--- config.mk ---
export PLATFORM = sky130hd
export DESIGN_NAME = pc_sequencer
export DESIGN_NICKNAME = d
export VERILOG_FILES = /design/src/rtl/pc_sequencer.sv
export SDC_FILE = /design/constraint.sdc
export NUM_CORES = 1
export LEC_CHECK = 0
export ABC_AREA = 0
export BUFFER_PORTS_ARGS = -buffer_cell sky130_fd_sc_hd__clkbuf_2
export CELL_PAD_IN_SITES_DETAIL_PLACEMENT = 0
export CELL_PAD_IN_SITES_GLOBAL_PLACEMENT = 1
export CORE_ASPECT_RATIO = 2
export CORE_MARGIN = 4
export CORE_UTILIZATION = 56
export CTS_BUF_LIST = sky130_fd_sc_hd__clkbuf_4 sky130_fd_sc_hd__clkbuf_8
export DETAILED_ROUTE_END_ITERATION = 8
export PLACE_DENSITY_LB_ADDON = 0.1
export SLEW_MARGIN = 5
export SYNTH_ARGS = -nofsm -noshare
export SYNTH_HDL_FRONTEND = slang
export SYNTH_SLANG_ARGS = --single-unit
--- constraint.sdc ---
create_clock -name clock -period 9.8 [get_ports clock]
set_input_delay 0.49 -clock clock [delete_from_list [all_inputs] [get_ports clock]]
set_output_delay 0.49 -clock clock [all_outputs]
set_load 0.02 [all_outputs]
--- src/rtl/pc_sequencer.sv ---
`default_nettype none
// ============================================================================
// Module      : pc_sequencer
// Description : Program counter with jump, relative branch, call/return and
//               a LIFO return-address stack with sticky overflow/underflow
//               error flag.
// Revision    : 1.0 - initial release
// ============================================================================
module pc_sequencer #(
  parameter int AW    = 10,
  parameter int DEPTH = 8
) (
  input  logic                       clock,
  input  logic                       CLEAR,
  input  logic                       PC_ENABLE,
  input  logic                       JMP_SGNL,
  input  logic                       BR_REL,
  input  logic                       CALL,
  input  logic                       RET,
  input  logic [AW-1:0]              ADDRESS,
  output logic [AW-1:0]              pc,
  output logic [$clog2(DEPTH+1)-1:0] depth,
  output logic                       STACK_FULL,
  output logic                       STACK_EMPTY,
  output logic                       STACK_ERR
);

  localparam int DW = $clog2(DEPTH + 1);
  localparam int IW = (DEPTH > 1) ? $clog2(DEPTH) : 1;

  logic [AW-1:0] pc_q, pc_d;
  logic [DW-1:0] depth_q, depth_d;
  logic          err_q, err_d;
  logic          push_d;

  // Return-address storage; validity is tracked solely by depth_q.
  logic [AW-1:0] stack_q [DEPTH];

  logic [IW-1:0] wr_idx;
  logic [IW-1:0] rd_idx;
  logic [AW-1:0] pc_inc;
  logic          full;
  logic          empty;

  assign full   = (depth_q == DW'(DEPTH));
  assign empty  = (depth_q == '0);
  assign wr_idx = depth_q[IW-1:0];
  assign rd_idx = IW'(depth_q - DW'(1));
  assign pc_inc = pc_q + AW'(1);

  // Next-state selection: RET > CALL > JMP > BR > increment, all gated by enable.
  always_comb begin
    pc_d    = pc_q;
    depth_d = depth_q;
    err_d   = err_q;
    push_d  = 1'b0;
    if (PC_ENABLE) begin
      if (RET) begin
        // A simultaneous CALL is silently dropped.
        if (!empty) begin
          pc_d    = stack_q[rd_idx];
          depth_d = depth_q - DW'(1);
        end else begin
          pc_d  = pc_inc;
          err_d = 1'b1;
        end
      end else if (CALL) begin
        if (!full) begin
          push_d  = 1'b1;
          depth_d = depth_q + DW'(1);
          pc_d    = ADDRESS;
        end else begin
          pc_d  = pc_inc;
          err_d = 1'b1;
        end
      end else if (JMP_SGNL) begin
        pc_d = ADDRESS;
      end else if (BR_REL) begin
        // Two's-complement offset: plain modulo-2^AW addition.
        pc_d = pc_q + ADDRESS;
      end else begin
        pc_d = pc_inc;
      end
    end
  end

  // Control state registers with synchronous clear.
  always_ff @(posedge clock) begin
    if (CLEAR) begin
      pc_q    <= '0;
      depth_q <= '0;
      err_q   <= 1'b0;
    end else begin
      pc_q    <= pc_d;
      depth_q <= depth_d;
      err_q   <= err_d;
    end
  end

  // Stack write on a successful push; storage itself is never cleared.
  always_ff @(posedge clock) begin
    if (push_d && !CLEAR) begin
      stack_q[wr_idx] <= pc_inc;
    end
  end

  assign pc          = pc_q;
  assign depth       = depth_q;
  assign STACK_FULL  = full;
  assign STACK_EMPTY = empty;
  assign STACK_ERR   = err_q;

endmodule
`default_nettype wire
# Yosys cells after proc, flatten, opt, wreduce, memory -nomap -nowiden
# Memories as Yosys holds them, arrays and structs flattened.
# Cells that the tools add are included.
[classes] add_sub_neg=4 eq_ne=4 mux=20 n_reduce_logical=7
[ops] operator="two-way mux 10 bit" n=6
[ops] operator="two-way mux 4 bit" n=4
[ops] operator="adder 10 x 1 -> 10 bit (second input constant)" n=1
[ops] operator="adder 10 bit" n=1
[ops] operator="two-way mux 1 bit" n=10
[ops] operator="AND reduction 4 bit" n=2
[ops] operator="adder 4 x 1 -> 4 bit (second input constant)" n=1
[ops] operator="== test 4 bit (second input constant)" n=1
[ops] operator="logical NOT 4 bit" n=1
[ops] operator="inequality test 2 bit (second input constant)" n=2
[ops] operator="nonzero test 2 bit" n=2
[ops] operator="subtractor 4 x 1 -> 4 bit (second input constant)" n=1
[ops] operator="inequality test 2 x 1 -> 1 bit (second input constant)" n=1
[ops] operator="logical AND 1 bit" n=1
[ops] operator="logical NOT 1 bit" n=1
[word_totals] ff_bits=15 ram_bits=80 input_bits=17 out_inout_bits=17 elab_cells=39 n_memories=1
[memory_table] memory="stack_q" depth=8 width=10 read_ports=1 rd_ports_with_merged_regs=0 wr=1 line_no="37" text="logic [AW-1:0] stack_q [DEPTH];"

# Depth between registers and ports, before layout
# Gate-level depths: netlist of the first run.
[depth] word_depth=8 ltp_mapped=12 ltp_nobuf=8

# Worst setup path before layout of the first run
# OpenSTA, ideal clock, no wires.
[synth_path] kind="reg2reg" from="reg depth_q[0] (netlist: depth[0])" to="mem stack_q[2][0], enable pin" setup_time_ns=0.404 arrival_time_ns=2.932 required_time_ns=9.396 slack_ns=6.464 stages_incl_launch_ff=11 n_path_buf=4 period_less_slack_ns=3.336 path_cell_list="dfxtp_1 > buf_6 > buf_2 > inv_1 > ha_1 > and3b_1 > buf_2 > nor2b_1 > buf_4 > nand3b_1 > nor4_1"
[synth_between] elab_chain_len=8
[synth_lines] element="start: declaration" line_no="32" text="logic [DW-1:0] depth_q, depth_d;"
[synth_lines] element="start signal: assignment" line_no="95" text="depth_q <= depth_d;"
[synth_lines] element="== test 4 bit" line_no="45" text="assign full = (depth_q == DW'(DEPTH));"
[synth_lines] element="named net STACK_FULL" line_no="23" text="output logic STACK_FULL,"
[synth_lines] element="two-way mux 1 bit" line_no="68" text="if (!full) begin"
[synth_lines] element="two-way mux 1 bit" line_no="67" text="end else if (CALL) begin"
[synth_lines] element="two-way mux 1 bit" line_no="58" text="if (RET) begin"
[synth_lines] element="two-way mux 1 bit" line_no="57" text="if (PC_ENABLE) begin"
[synth_lines] element="logical AND 1 bit" line_no="102" text="if (push_d && !CLEAR) begin"
[synth_lines] element="two-way mux 1 bit" line_no="102"
[synth_lines] element="two-way mux 1 bit (implied by the code)" line_no="103" text="stack_q[wr_idx] <= pc_inc;"
[synth_lines] element="end: declaration" line_no="37"
# The timed path passes the listed nets, and every way through them passes these cells.

# Worst setup path in the final report of the first run
[layout_path] from="reg depth_q[0] (netlist: depth[0])" to="mem stack_q[2][0], enable pin"
[layout_between] elab_chain_len=8
[layout_lines] element="== test 4 bit" line_no="45"
[layout_lines] element="two-way mux 1 bit" line_no="68"
[layout_lines] element="two-way mux 1 bit" line_no="67"
[layout_lines] element="two-way mux 1 bit" line_no="58"
[layout_lines] element="two-way mux 1 bit" line_no="57"
[layout_lines] element="logical AND 1 bit" line_no="102"
[layout_lines] element="two-way mux 1 bit" line_no="102"
[layout_lines] element="two-way mux 1 bit (implied by the code)" line_no="103"
# Parallel ways exist; a longest one is shown, timed or not.

==> results of run 1 <==
logic make-up after synthesis:
family | Yosys count | share of synthesized area
compound gates | 78 | 0.120
xor+xnor | 16 | 0.0294
flops | 95 | 0.568
buf+inv | 31 | 0.0310
simple gates | 88 | 0.0917
fa+ha+maj | 13 | 0.0357
mux | 34 | 0.125
registers in the layout, summed over array words and instances, names as in the netlist:
name       flops
STACK_ERR      1
depth          4
pc            10
stack_q       80
power by group:
part / switching, W / internal [W]
sequential: 0.0000207 / 0.000454
clock: 0.000138 / 0.0000953
combinational: 0.000110 / 0.0000824
total: 0.000268 / 0.000631
how the worst max path moves through the flow:
stage	from	endpoint	slack [ns]	cells after the start
6_report	depth[0]	stack_q[2][0]	5.92	6
5_1_grt	depth[0]	stack_q[2][0]	5.38	6
4_1_cts	depth[0]	stack_q[2][0]	5.82	6
3_5_place_dp	depth[0]	stack_q[2][2]	5.84	6
3_3_place_gp	depth[0]	stack_q[2][2]	5.99	6
2_1_floorplan	depth[0]	stack_q[2][0]	6.46	10
routing by layer:
metal  wire, µm  vias up  part of all wire  global-route usage
li1           -     1460                 -                   -
met1       3700     1493              0.36               0.264
met2       5860       80              0.57               0.387
met3        472       16             0.046              0.0342
met4        322        0             0.031               0.102
met5          0        -                 0                   0
Yosys cell counts, types with 2 or more instances:
library cell | count | area share
a21oi_2 | 2 | 0.0037
xnor2_1 | 7 | 0.013
nand3_1 | 5 | 0.0053
o21ai_0 | 14 | 0.015
buf_6 | 2 | 0.0047
o2bb2ai_1 | 2 | 0.0037
or3_1 | 3 | 0.0039
nand2_1 | 11 | 0.0087
mux4_2 | 20 | 0.095
a311oi_1 | 2 | 0.0037
and3_1 | 2 | 0.0026
mux2_2 | 2 | 0.0047
mux2i_1 | 12 | 0.025
a21oi_1 | 16 | 0.017
buf_4 | 3 | 0.0047
nand4_1 | 5 | 0.0066
dfxtp_1 | 15 | 0.063
nor2_1 | 30 | 0.024
nor3_1 | 13 | 0.014
a21o_1 | 6 | 0.0095
nor4_1 | 4 | 0.0053
a221oi_1 | 2 | 0.0037
buf_2 | 4 | 0.0042
edfxtp_1 | 80 | 0.50
o2111ai_1 | 3 | 0.0055
nand3b_1 | 2 | 0.0032
o221ai_1 | 2 | 0.0037
ha_1 | 12 | 0.032
clkbuf_1 | 9 | 0.0071
o41ai_1 | 2 | 0.0037
inv_1 | 12 | 0.0095
a211oi_1 | 7 | 0.011
o31ai_1 | 3 | 0.0047
xor2_1 | 9 | 0.017
nand2b_1 | 3 | 0.0039
nor2b_1 | 4 | 0.0053
worst max-delay path, cell delays in order (launching register included):
cell and delay (ns):
dfxtp_2 0.93, inv_1 0.17, ha_1 0.29, and3b_1 0.22, nor2b_1 0.62, nand3b_1 0.33, nor4_2 0.92
final cells by class:
| type | count | share of cell area |
|---|---|---|
| clock inverter | 7 | 0.0106 |
| timing repair buffer | 39 | 0.0405 |
| multi-input combinational | 229 | 0.372 |
| tap | 98 | 0.0236 |
| clock buffer | 9 | 0.0239 |
| inverter | 12 | 0.00868 |
| sequential | 95 | 0.521 |
through the flow:
stage / worst slack, ns / instances / hold slack [ns]
2_1_floorplan: 6.46 / 355 / 0.570
3_3_place_gp: 5.99 / 473 / 0.454
3_5_place_dp: 5.84 / 473 / 0.473
4_1_cts: 5.82 / 489 / 0.463
5_1_grt: 5.38 / 489 / 0.509
6_report: 5.92 / 489 / 0.487
==> results.cfg, run 1 <==
[outcome]
outcome = finished, final reports clean

[sta]
finalSetupViolCount = 0
fin_worst_skew_ns = 0.0136
fin_crit_ns = 3.88
hold_viol = 0
report.final.slew_viol_count = 0
min_period_over_period = 0.396
rsz0062_at_grt = no
fmax_mhz = 258
slew_headroom = 0.240
fin_setup_tns_ns = 0
worstMarginPinSlew_ns = 1.13

[clock_network]
clk_pin_slew_worst_paths_ns = 0.10
cts-root-buf = clkbuf_8
clock-sinks = 95
h-tree-depth = 3
post_cts_buffers = 0
cts_buffer_depth = 2
cts_tree = done
worstSkewPairLatency_ns = 0.36
numCtsBuffers = 9
cts_hold_buf = 0
post_cts_resized = 0

[detailed_routing]
drt-pass1-iter-count = 6
vias_per_cell = 6.24
wl_per_cell_um = 21.2
totalWireLength_um = 10300
antenna_left = 0
drc = 0
num_vias = 3049
first_iter_violations = 172

[critical_path]
ff2ff_path_depth = 6
worstSetupPathType = reg -> reg
cp-end-kind = flop
worstPathArrival_ns = 3.86
cp-start-kind = flop
rr_startpoint = depth[0]
reg2reg_slack_ns = 5.92
worstPathRequired_ns = 9.78
r2r_end = stack_q[2][0]
crit_fanout = 30

[floorplanning]
dieHeight_um = 138
io_pins = 34
dieArea_um2 = 10100
dieWidth_um = 73.2
fp-row-count = 47
core_um2 = 8290
initial_core_util = 0.574

[yosys]
synth_flop_cell = edfxtp_1
ys_seq_area_frac = 0.568
synth_area_um2 = 4760
ys_seq_elements = 95
ys_warn_count = 0
syn_nets = 385
synth_edf_count = 80
synthDistinctLibCells = 61
postSynthAreaPerCell_um2 = 13.4
async_reset_ff_frac = 0
syn_inst = 355

[min_path]
worst_hold_startpoint = ADDRESS[7]
hold_class = in -> reg
whs_endpoint = pc[7]
holdPathStages = 3

[final_layout]
design_area_um2 = 5190
drive_above_1_share = 0.223
multi_input_area_um2 = 1930
n_fill_cell = 677
num_antenna_cells = 0
seq_area_um2 = 2700
syn2layout_area_growth_pct = 9.01
final_common_cell = edfxtp_1
fin_util = 0.626
layout_common_cells = 80 x edfxtp_1, 33 x clkbuf_2, 30 x nor2_1, 20 x mux4_2, 16 x a21oi_1
nets = 416

[global_route]
antenna_found_initial = 0
grt_pass1_wl_um = 16900
grt_max_degree = 31
grt_pass1_vias = 3134
grt_overflow = 0
track_usage = 0.223

[placed_design]
placed_cell_area_um2 = 5010
hpwl_um = 7670
portBuffers = 33
gp_congestion = 0.795

[run]
cap_viol_max_count = 0

[pwr]
p_per_area_nw_per_um2 = 173
ir_drop_mv = 0.155
finalPower_w = 0.000899
p_leak_nw = 1.88
Note: power is estimated with default switching activity, not from simulation.
==> run 2, diff against run 1 <==
Settings changed: ABC_AREA 0 to 1, CORE_UTILIZATION 56 to 44.
Clock period 9.8 ns to 3.4 ns, I/O delays scaled along.
==> run 2 against run 1 <==
  * Sequential cell count unchanged
  * Via count rose by 26%
  * Sequential power grew to 2.8 times the previous value
  * Critical path type unchanged
  * Highest routed layer unchanged
  * Critical endpoint is now stack_q[6][8]
  * Clock-buffer cell count is the same
==> results.cfg, run 2 <==
[detailed_routing]
antenna_left = 0
drc = 0
totalWireLength_um = 13600
num_vias = 3846
first_iter_violations = 331
drt-pass1-iter-count = 4
vias_per_cell = 5.46
wl_per_cell_um = 19.3

[floorplanning]
io_pins = 34
initial_core_util = 0.456
dieHeight_um = 159
fp-row-count = 54
dieWidth_um = 83.5
core_um2 = 11000
dieArea_um2 = 13300

[clock_network]
clk_pin_slew_worst_paths_ns = 0.10
h-tree-depth = 3
cts_hold_buf = 0
worstSkewPairLatency_ns = 0.37
numCtsBuffers = 9
post_cts_resized = 0
clock-sinks = 95
post_cts_buffers = 0
cts_buffer_depth = 2
cts_tree = done
cts-root-buf = clkbuf_8

[sta]
fin_crit_ns = 2.26
fin_setup_tns_ns = 0
fin_ws_ns = 1.14
slew_headroom = 0.428
rsz0062_at_grt = no
worstMarginPinSlew_ns = 0.855
fmax_mhz = 443
fin_worst_skew_ns = 0.0175
min_period_over_period = 0.664
hold_viol = 0
report.final.slew_viol_count = 0
whs_ns = 0.0496
finalSetupViolCount = 0

[global_route]
antenna_found_initial = 0
track_usage = 0.214
grt_max_degree = 45
grt_pass1_vias = 4005
grt_pass1_wl_um = 21600
grt_overflow = 0

[yosys]
synth_flop_cell = edfxtp_1
synthDistinctLibCells = 44
synth_top_area_cell = edfxtp_1
syn_inst = 526
ys_seq_area_frac = 0.539
syn_nets = 556
ys_warn_count = 0
postSynthAreaPerCell_um2 = 9.54
synth.area.top_cells = edfxtp_1 48%, nor2_1 6.5%, dfxtp_1 6.0%, o21ai_0 5.8%, nand2_1 4.6%
post-synth-top-area-fraction = 0.479
ys_seq_elements = 95
synth_edf_count = 80
synth_area_um2 = 5020
ys_top_cells_by_count = 87 x nor2_1, 80 x edfxtp_1, 62 x nand2_1, 58 x o21ai_0, 34 x nand3_1
synthMostInstantiatedCell = nor2_1
async_reset_ff_frac = 0

[critical_path]
cp-start-kind = flop
worstPathArrival_ns = 2.32
cp-end-kind = flop
worstSetupPathType = reg -> reg
crit_fanout = 11
reg2reg_slack_ns = 1.14
worstPathRequired_ns = 3.46

[pwr]
intPower_w = 0.00183
p_sw_w = 0.000838
switching_share = 0.314
p_leak_nw = 2.15
clockPowerShare = 0.275
combPwrFrac = 0.226
pwr-share-seq = 0.500
p_per_area_nw_per_um2 = 483
ir_drop_mv = 0.192

[run]
cap_viol_max_count = 0

[placed_design]
post-place-ws_ns = 1.19
gp_congestion = 0.892
portBuffers = 33
hpwl_um = 10400
placed_cell_area_um2 = 5340

[final_layout]
design_area_um2 = 5530
layout_common_cells = 87 x nor2_1, 80 x edfxtp_1, 62 x nand2_1, 58 x o21ai_0, 34 x nand3_1
syn2layout_area_growth_pct = 10.2
num_antenna_cells = 0
nets = 590
drive_above_1_share = 0.163
largest_reg_flops = 80
final_common_cell = nor2_1
largest_register = stack_q
n_fill_cell = 1016
multi_input_area_um2 = 2040
seq_area_um2 = 2700

[min_path]
hold_class = in -> reg

[outcome]
outcome = finished, final reports clean
[run 2: through the flow]
stage                     power [W]  cells  utilization
after floorplan             0.00177    526            -
after global placement      0.00197    689        0.485
after detailed placement    0.00197    689        0.485
after CTS                   0.00269    705        0.502
after global routing        0.00282    705        0.502
final                       0.00267    705        0.502
[run 2: area by class of cell]
cell class | count | area share
clock inverter | 7 | 0.0124
clock buffer | 9 | 0.0224
tap | 140 | 0.0317
multi-input combinational | 368 | 0.368
sequential | 95 | 0.489
inverter | 39 | 0.0274
timing repair buffer | 47 | 0.0489
[run 2: logic make-up after synthesis]
group / share of synthesized area
AOI/OAI and AO/OA: 0.154
xor gates and xnor gates: 0.0239
adders and majority gates: 0.0339
buffers and inverters: 0.0556
DFF: 0.539
muxes: 0.00399
and+or+nand+nor: 0.190
[run 2: worst paths after layout]
path,startpoint,endpoint,cells past startpoint
max,depth[1],stack_q[6][8],8
min,CLEAR,STACK_ERR,2
max reg2reg,depth[1],stack_q[6][8],8
min reg2reg,STACK_ERR,STACK_ERR,2
[run 2: critical path, cell delays in order, from the launching register on]
cell	delay (ns)
dfxtp_1	0.44
inv_1	0.12
ha_1	0.27
nand3_2	0.26
nand2_2	0.11
nor3_2	0.18
nand2_1	0.15
nor3_1	0.18
buf_4	0.24
[run 2: metal layers]
layer	GRT usage	part of all wire	vias to the layer above
li1	-	-	1918
met1	0.210	0.34	1822
met2	0.423	0.60	76
met3	0.0285	0.027	30
met4	0.106	0.032	0
met5	0	0	-
[run 2: power groups by stage]
| stage | Sequential, W | Clock, W | Combinational, W |
|---|---|---|---|
| 2_1_floorplan | 0.00137 | 0 | 0.000401 |
| 3_3_place_gp | 0.00136 | 0 | 0.000606 |
| 3_5_place_dp | 0.00136 | 0 | 0.000606 |
| 4_1_cts | 0.00133 | 0.000751 | 0.000608 |
| 5_1_grt | 0.00134 | 0.000812 | 0.000669 |
| 6_report | 0.00133 | 0.000734 | 0.000602 |
